===== config.mk =====
export PLATFORM = sky130hd
export DESIGN_NAME = score_sseg_encoder_flat
export DESIGN_NICKNAME = d
export VERILOG_FILES = /design/src/rtl/score_sseg_encoder_if.sv /design/src/rtl/score_sseg_encoder.sv /design/src/flat_wrapper.sv
export SDC_FILE = /design/constraint.sdc
export NUM_CORES = 1
export LEC_CHECK = 0
export CAP_MARGIN = 10
export CORE_ASPECT_RATIO = 0.75
export CORE_MARGIN = 10
export CORE_UTILIZATION = 25
export CTS_CLUSTER_DIAMETER = 150
export DETAILED_ROUTE_END_ITERATION = 6
export SLEW_MARGIN = 20
export SYNTH_ARGS = -nofsm -noshare
export SYNTH_HDL_FRONTEND = slang
export SYNTH_SLANG_ARGS = --single-unit
export TNS_END_PERCENT = 1

===== constraint.sdc =====
create_clock -name clock -period 4.79 [get_ports clock]
set_input_delay 1.437 -clock clock [delete_from_list [all_inputs] [get_ports clock]]
set_output_delay 1.437 -clock clock [all_outputs]
set_load 0.1 [all_outputs]

===== src/rtl/score_sseg_encoder_if.sv =====
// Purpose : request/result bundle between a score source and the seven-segment encoder.
// Latency : n/a (wiring only).
// Backpressure: none; start_port is only honoured while busy is low and done_port is not pulsing.
// Ports   : start_port/value/side/blank_zeros (request), busy/done_port/out_start/val/mask (result).
interface score_sseg_encoder_if #(
    parameter int WIDTH = 14
);
    logic             start_port;
    logic [WIDTH-1:0] value;
    logic             side;
    logic             blank_zeros;
    logic             busy;
    logic             done_port;
    logic             out_start;
    logic [63:0]      val;
    logic [63:0]      mask;

    modport master (
        output start_port, value, side, blank_zeros,
        input  busy, done_port, out_start, val, mask
    );

    modport slave (
        input  start_port, value, side, blank_zeros,
        output busy, done_port, out_start, val, mask
    );
endinterface


===== src/rtl/score_sseg_encoder.sv =====
// Purpose : binary score -> 4 BCD digits (serial double-dabble) -> segment bytes for one display half.
// Latency : out_start/done_port pulse in the 16th cycle after start_port is sampled (WIDTH=14).
// Backpressure: none; requests arriving while busy or during the done pulse are dropped.
// Ports   : clock, reset (async, active-high), bus (slave side of score_sseg_encoder_if).
module score_sseg_encoder #(
    parameter int WIDTH = 14
) (
    input  logic                 clock,
    input  logic                 reset,
    score_sseg_encoder_if.slave  bus
);
    typedef enum logic [1:0] {
        IDLE,
        CONVERT,
        ENCODE,
        EMIT
    } state_t;

    state_t           state;
    logic [WIDTH-1:0] bin;
    logic [15:0]      bcd;
    logic [15:0]      bcd_adj;
    logic [3:0]       cnt;
    logic             ovf;
    logic             side_q;
    logic             blank_q;
    logic             busy_q;
    logic             done_q;
    logic             strobe_q;
    logic [63:0]      val_q;
    logic [63:0]      mask_q;
    logic [31:0]      half;
    logic             blank3;
    logic             blank2;
    logic             blank1;

    assign bus.busy      = busy_q;
    assign bus.done_port = done_q;
    assign bus.out_start = strobe_q;
    assign bus.val       = val_q;
    assign bus.mask      = mask_q;

    function automatic logic [7:0] seg(input logic [3:0] d);
        case (d)
            4'd0:    seg = 8'h3F;
            4'd1:    seg = 8'h06;
            4'd2:    seg = 8'h5B;
            4'd3:    seg = 8'h4F;
            4'd4:    seg = 8'h66;
            4'd5:    seg = 8'h6D;
            4'd6:    seg = 8'h7D;
            4'd7:    seg = 8'h07;
            4'd8:    seg = 8'h7F;
            4'd9:    seg = 8'h6F;
            default: seg = 8'h00;
        endcase
    endfunction

    // Double-dabble correction applied before each shift.
    always_comb begin
        bcd_adj = bcd;
        for (int i = 0; i < 4; i++) begin
            if (bcd[4*i +: 4] >= 4'd5) begin
                bcd_adj[4*i +: 4] = bcd[4*i +: 4] + 4'd3;
            end
        end
    end

    // Leading-zero blanking ripples down from the thousands digit; ones is never blanked.
    always_comb begin
        blank3 = blank_q && (bcd[15:12] == 4'd0);
        blank2 = blank3  && (bcd[11:8]  == 4'd0);
        blank1 = blank2  && (bcd[7:4]   == 4'd0);
        if (ovf) begin
            half = 32'h4040_4040;
        end else begin
            half = {blank3 ? 8'h00 : seg(bcd[15:12]),
                    blank2 ? 8'h00 : seg(bcd[11:8]),
                    blank1 ? 8'h00 : seg(bcd[7:4]),
                    seg(bcd[3:0])};
        end
    end

    always_ff @(posedge clock or posedge reset) begin
        if (reset) begin
            state    <= IDLE;
            bin      <= '0;
            bcd      <= '0;
            cnt      <= '0;
            ovf      <= 1'b0;
            side_q   <= 1'b0;
            blank_q  <= 1'b0;
            busy_q   <= 1'b0;
            done_q   <= 1'b0;
            strobe_q <= 1'b0;
            val_q    <= '0;
            mask_q   <= '0;
        end else begin
            case (state)
                IDLE: begin
                    if (bus.start_port) begin
                        bin     <= bus.value;
                        side_q  <= bus.side;
                        blank_q <= bus.blank_zeros;
                        ovf     <= ({{(32-WIDTH){1'b0}}, bus.value} > 32'd9999);
                        bcd     <= '0;
                        cnt     <= 4'(WIDTH);
                        busy_q  <= 1'b1;
                        state   <= CONVERT;
                    end
                end
                CONVERT: begin
                    // Only four digits are kept; overflowed values are dashed anyway.
                    bcd <= {bcd_adj[14:0], bin[WIDTH-1]};
                    bin <= bin << 1;
                    cnt <= cnt - 4'd1;
                    if (cnt == 4'd1) begin
                        state <= ENCODE;
                    end
                end
                ENCODE: begin
                    val_q    <= side_q ? {half, 32'h0} : {32'h0, half};
                    mask_q   <= side_q ? 64'hFFFF_FFFF_0000_0000 : 64'h0000_0000_FFFF_FFFF;
                    busy_q   <= 1'b0;
                    done_q   <= 1'b1;
                    strobe_q <= 1'b1;
                    state    <= EMIT;
                end
                EMIT: begin
                    done_q   <= 1'b0;
                    strobe_q <= 1'b0;
                    state    <= IDLE;
                end
                default: state <= IDLE;
            endcase
        end
    end
endmodule

===== src/flat_wrapper.sv =====
// flat-port wrapper written by rule: the top's interface ports become plain ports
module score_sseg_encoder_flat 
#(
    parameter int WIDTH = 14
)
  (clock, reset, bus_start_port, bus_value, bus_side, bus_blank_zeros, bus_busy, bus_done_port, bus_out_start, bus_val, bus_mask);
  score_sseg_encoder_if #(.WIDTH(WIDTH)) bus_i ();
  input  logic clock;
  input  logic reset;
  input wire logic [$bits(bus_i.start_port)-1:0] bus_start_port;
  input wire logic [$bits(bus_i.value)-1:0] bus_value;
  input wire logic [$bits(bus_i.side)-1:0] bus_side;
  input wire logic [$bits(bus_i.blank_zeros)-1:0] bus_blank_zeros;
  output wire logic [$bits(bus_i.busy)-1:0] bus_busy;
  output wire logic [$bits(bus_i.done_port)-1:0] bus_done_port;
  output wire logic [$bits(bus_i.out_start)-1:0] bus_out_start;
  output wire logic [$bits(bus_i.val)-1:0] bus_val;
  output wire logic [$bits(bus_i.mask)-1:0] bus_mask;
  assign bus_i.start_port = bus_start_port;
  assign bus_i.value = bus_value;
  assign bus_i.side = bus_side;
  assign bus_i.blank_zeros = bus_blank_zeros;
  assign bus_busy = bus_i.busy;
  assign bus_done_port = bus_i.done_port;
  assign bus_out_start = bus_i.out_start;
  assign bus_val = bus_i.val;
  assign bus_mask = bus_i.mask;
  score_sseg_encoder #(.WIDTH(WIDTH)) u_core (.clock(clock), .reset(reset), .bus(bus_i));
endmodule

### Word level (Yosys, flattened, before mapping)

Memory sizes are Yosys's and may differ from the RTL's.
Cells that the tools add are included.

| storage, ports and cells | value |
|---|---|
| memories | 4 |
| bits of input ports | 19 |
| flip-flop bits (word level) | 169 |
| bits in read-only memories | 448 |
| logic and storage cells | 67 |

| cells by class | value |
|---|---|
| equal/unequal tests | 6 |
| reductions and logical operators | 14 |
| $lt $le $gt $ge | 5 |
| $add $sub $neg | 5 |
| muxes and demuxes | 22 |

Memories:

| memory | words | bits a word | read ports | clocked after Yosys merged registers in | write ports | RTL line | text |
|---|---|---|---|---|---|---|---|
| (name not given) | 16 | 7 | 1 | 0 | 0 | score_sseg_encoder.sv:44 | `case (d)` |
| (name not given) | 16 | 7 | 1 | 0 | 0 | score_sseg_encoder.sv:44 |  |
| (name not given) | 16 | 7 | 1 | 0 | 0 | score_sseg_encoder.sv:44 |  |
| (name not given) | 16 | 7 | 1 | 0 | 0 | score_sseg_encoder.sv:44 |  |

Operators with widths:

| cell | number |
|---|---|
| two-way mux 64 bit | 2 |
| two-way mux 32 bit | 1 |
| case mux 16 bit (2 select lines) | 1 |
| case mux 14 bit (2 select lines) | 1 |
| two-way mux 8 bit | 3 |
| greater-or-equal comparator 4 x 3 -> 1 bit (second input constant) | 4 |
| two-way mux 16 bit | 1 |
| two-way mux 4 bit | 4 |
| greater-than comparator 14 bit (second input constant) | 1 |
| two-way mux 14 bit | 1 |
| adder 4 x 2 -> 4 bit (second input constant) | 3 |
| logical NOT 4 bit | 3 |
| case mux 2 bit (4 select lines) | 1 |
| case mux 4 bit (2 select lines) | 1 |
| AND reduction 2 bit | 4 |
| nonzero test 2 bit | 3 |
| == test 2 bit (second input constant) | 2 |
| == test 4 x 1 -> 1 bit (second input constant) | 1 |
| two-way mux 2 bit | 2 |
| case mux 1 bit (2 select lines) | 2 |
| subtractor 4 x 1 -> 4 bit (second input constant) | 1 |
| adder 3 x 2 -> 3 bit (second input constant) | 1 |
| logical AND 1 bit | 3 |
| two-way mux 3 bit | 1 |
| other kinds (5) | 5 |

### Logic depth before layout (Yosys ltp)

| depth | value |
|---|---|
| depth in word-level cells | 7 |
| mapped depth | 9 |

### Worst setup path before layout

No wires, ideal clock.

| timing | value |
|---|---|
| kind | register to output |
| start point | reg u_core.bus.mask[31] (netlist name) |
| end point | out bus_mask[10] |
| arrival time | 1.838 ns |
| path buffers | 1 |
| setup slack | 1.515 ns |
| stages on the path, launching flop included | 2 |
| cells stage by stage | dfrtp_1 > buf_4 |

RTL lines:

| item | RTL line | text |
|---|---|---|
| end: declaration | flat_wrapper.sv:18 | `output wire logic [$bits(bus_i.mask)-1:0] bus_mask;` |

==> impl_results.md <==
* Routed len/inst at 15.8 um
* Worst-margin pin slew at ~1.1 ns
* Crit path max fanout at 33
* Critical Path Max Stage Delay at around 1.3 ns
* Net count, final at around 690
* Syn avg cell area at approximately 9.5 um2
* Post-CTS Resized at 0
* Number of synthesized flops with an enable pin at 0
* Overall routing resource usage at ~10%
* Crit-path cells: clkdlybuf4s50_1
* Setup TNS at 0 ns
* Final Skew at 0.00961 ns
* Die ar. at between 20000 and 30000 um2
* Final GP Congestion at about 0.80
* Clock Pin Slew Worst Setup and Hold Paths at approximately 0.060 ns
* I/O Pins at 150
* CTS Sinks at 99
* Min-delay src: u_core.bin[9]$_DFFE_PP0P_
* Period utilisation layout at between 80 and 90%
* Worst-case reg-to-reg path depth at 5
* Setup Fix Bufs, Post-CTS at 0
* Internal reg-to-reg setup slack at 2.16 ns
* RR Endpoint: u_core.bcd[11]$_DFFE_PP0P_
* Hold_buf cts at 0
* Area grow syn2layout at 24.7%
* Ys flop type: dfrtp_1
* Most common cell after layout, fill and taps aside: clkdlybuf4s50_1
* RSZ-0062 raised after global routing: false
* Top Family by Delay on Critical Path: buffers and inverters
* Initial antenna violation count at 0
* Die X-Extent at approximately 190 um
* Crit Path Category: reg -> out
* Worst R2R Start: u_core.state[1]$_DFFE_PP0P_
* Number of routed nets with antenna violations at 0
* Num CTS Buffers at 9
* Setup Viol. Count Final at 0
* Top post-synthesis cells by area: dfrtp_1, buf_4, ha_1
* Worst-Skew Late Latency at roughly 0.36 ns
* Top-area cell type share of the netlist area at ~45%
* Status: completed
* Ys async rst share at between 90% and 100%
* Fill cells at around 2200
* Worst Path Arrival at between 2 and 3 ns
* Layout cell share with drive strength beyond 1 at approximately a tenth
* Final Cell Area at ~6900 um2
* Sequential cell area fraction in the yosys report at between 40 and 50%
* Yosys top cell by area: dfrtp_1
* Initial DRT Pass Iterations at 4
* Mapped Area at around 5500 um2
* Die height at approximately 150 um
* 1st-iter DRT viols at between 100 and 150
* Congestion Overflow GR at 0
* Hold WC Path Type: reg -> reg
* Worst Path Buf+Inv at 1
* FMAX at ~250 MHz
* CP max stage cell: clkdlybuf4s50_1
* Placed inst area at 6590 um2
* Minimum clock period at 3.95 ns
* Hold Path Cell Cnt at 2
* Core area at approximately 21000 um2
* Commonest cells after routing, fill and taps aside: clkdlybuf4s50_1, dfrtp_1, inv_1
* Max-slew violations at 0
* Hold Path Sink: u_core.bin[9]$_DFFE_PP0P_
* Number of synthesized register bits at a little under 100
* Final Hold Fails at 0
* Remaining DRCs at 0
* Initial Utilization at 25.7%
* Buffer depth of the longest clock path at 2
* Site Rows at 46
* Crit path launch type: flip-flop
* Routed WL at between 10000 and 15000 um
* Placed Cells at slightly above 900
* H-tree depth at 3
* Vias in the first global route at 4000
* Diode count at 0
* Final Non-Filler Cells at 934
* CTS tree: yes
* Post-DP HPWL at 11100 um
* Netlist cell types at between 40 and 50
* Nature of the critical path endpoint: output pin
* Pin count of the biggest net entering global routing at 58
* Worst EP required at ~3.4 ns
* Port Buf Inserts at ~140
* Slew HR at between 20% and 30%
* DR vias at about 4100
* Cells after Synth at ~580
* Via density at around 4.4
* First-pass GRT wire length at ~23000 um
* Syn. warnings at 0
* Max-Cap Viols at 0
* Root buffer cell: clkbuf_16
==> per-stage QoR <==
| stage | hold WS [ns] | util [%] | worst slack, ns |
|---|---|---|---|
| final | 0.483 | 32.1 | 0.842 |
| after global placement | 0.465 | 30.8 | 1.27 |
| after detailed placement | 0.471 | 30.8 | 1.19 |
| after floorplan | 0.446 | - | 0.763 |
| after global routing | 0.514 | 32.1 | 0.700 |
| after CTS | 0.486 | 32.1 | 0.795 |
==> worst max-delay path by stage <==
stage                               startpoint                        end  slack (ns)  cells after the start
2_1_floorplan                            reset  u_core.bcd[0]$_DFFE_PP0P_        0.76                      1
3_3_place_gp   u_core.bus.mask[31]$_DFFE_PP0P_               bus_mask[26]        1.27                      1
3_5_place_dp   u_core.bus.mask[31]$_DFFE_PP0P_                bus_mask[1]        1.19                      1
4_1_cts        u_core.bus.mask[31]$_DFFE_PP0P_                bus_mask[1]        0.79                      1
5_1_grt        u_core.bus.mask[31]$_DFFE_PP0P_               bus_mask[26]        0.70                      1
6_report       u_core.bus.mask[31]$_DFFE_PP0P_                bus_mask[1]        0.84                      1
==> layout make-up <==
| class | count | area (um2) | area share (%) |
|---|---|---|---|
| Tap cell | 288 | 360 | 5.24 |
| Multi-Input combinational cell | 308 | 2110 | 30.7 |
| Inverter | 79 | 299 | 4.35 |
| Clock inverter | 5 | 37.5 | 0.546 |
| Clock buffer | 11 | 243 | 3.53 |
| Sequential cell | 99 | 2480 | 36.0 |
| Timing Repair Buffer | 144 | 1350 | 19.6 |
==> synth_stat cells, types with 3 or more instances <==
master / count
dfrtp_1: 99
inv_1: 79
buf_4: 72
o22ai_1: 55
nand2_1: 32
ha_1: 29
nor2_1: 24
a21oi_1: 21
o21ai_0: 21
buf_2: 17
mux2i_1: 16
nand2b_1: 15
o21ai_1: 10
clkbuf_1: 7
o32ai_1: 7
nand3_1: 6
xnor2_1: 6
o22ai_2: 5
o31ai_1: 5
mux2_2: 4
o21a_1: 4
a22oi_1: 3
nor2b_1: 3
nor3_1: 3
==> state kept, by name, indices dropped and copies added (netlist names) <==
register,count
u_core.bus.val,56
u_core.bcd,16
u_core.bin,14
u_core.cnt,4
u_core.bus.mask,2
u_core.state,2
u_core.blank_q,1
u_core.bus.busy,1
u_core.bus.done_port,1
u_core.ovf,1
u_core.side_q,1
==> metal layers <==
layer	part of all wire, %	global-route usage, %
met5	0	0
met4	0.71	2.22
met3	11	4.63
met2	42	14.8
met1	47	13.1
==> logic make-up (layout without fill, tap and decap cells) <==
| logic type | count (synthesis) | count (layout) | share of synthesized area, % |
|---|---|---|---|
| adder cells (fa/ha/maj) | 29 | 29 | 6.58 |
| XOR/XNOR | 8 | 8 | 1.27 |
| other | 1 | 8 | 0.0681 |
| AO/OA/AOI/OAI | 143 | 143 | 16.7 |
| AND/OR/NAND/NOR | 98 | 98 | 8.92 |
| buffers and inverters | 177 | 239 | 17.3 |
| flip-flops | 99 | 99 | 45.0 |
| multiplexers | 22 | 22 | 4.13 |
Power is not shown: default switching activity piles up to over one toggle a cycle in this logic, so the estimate is an artifact.
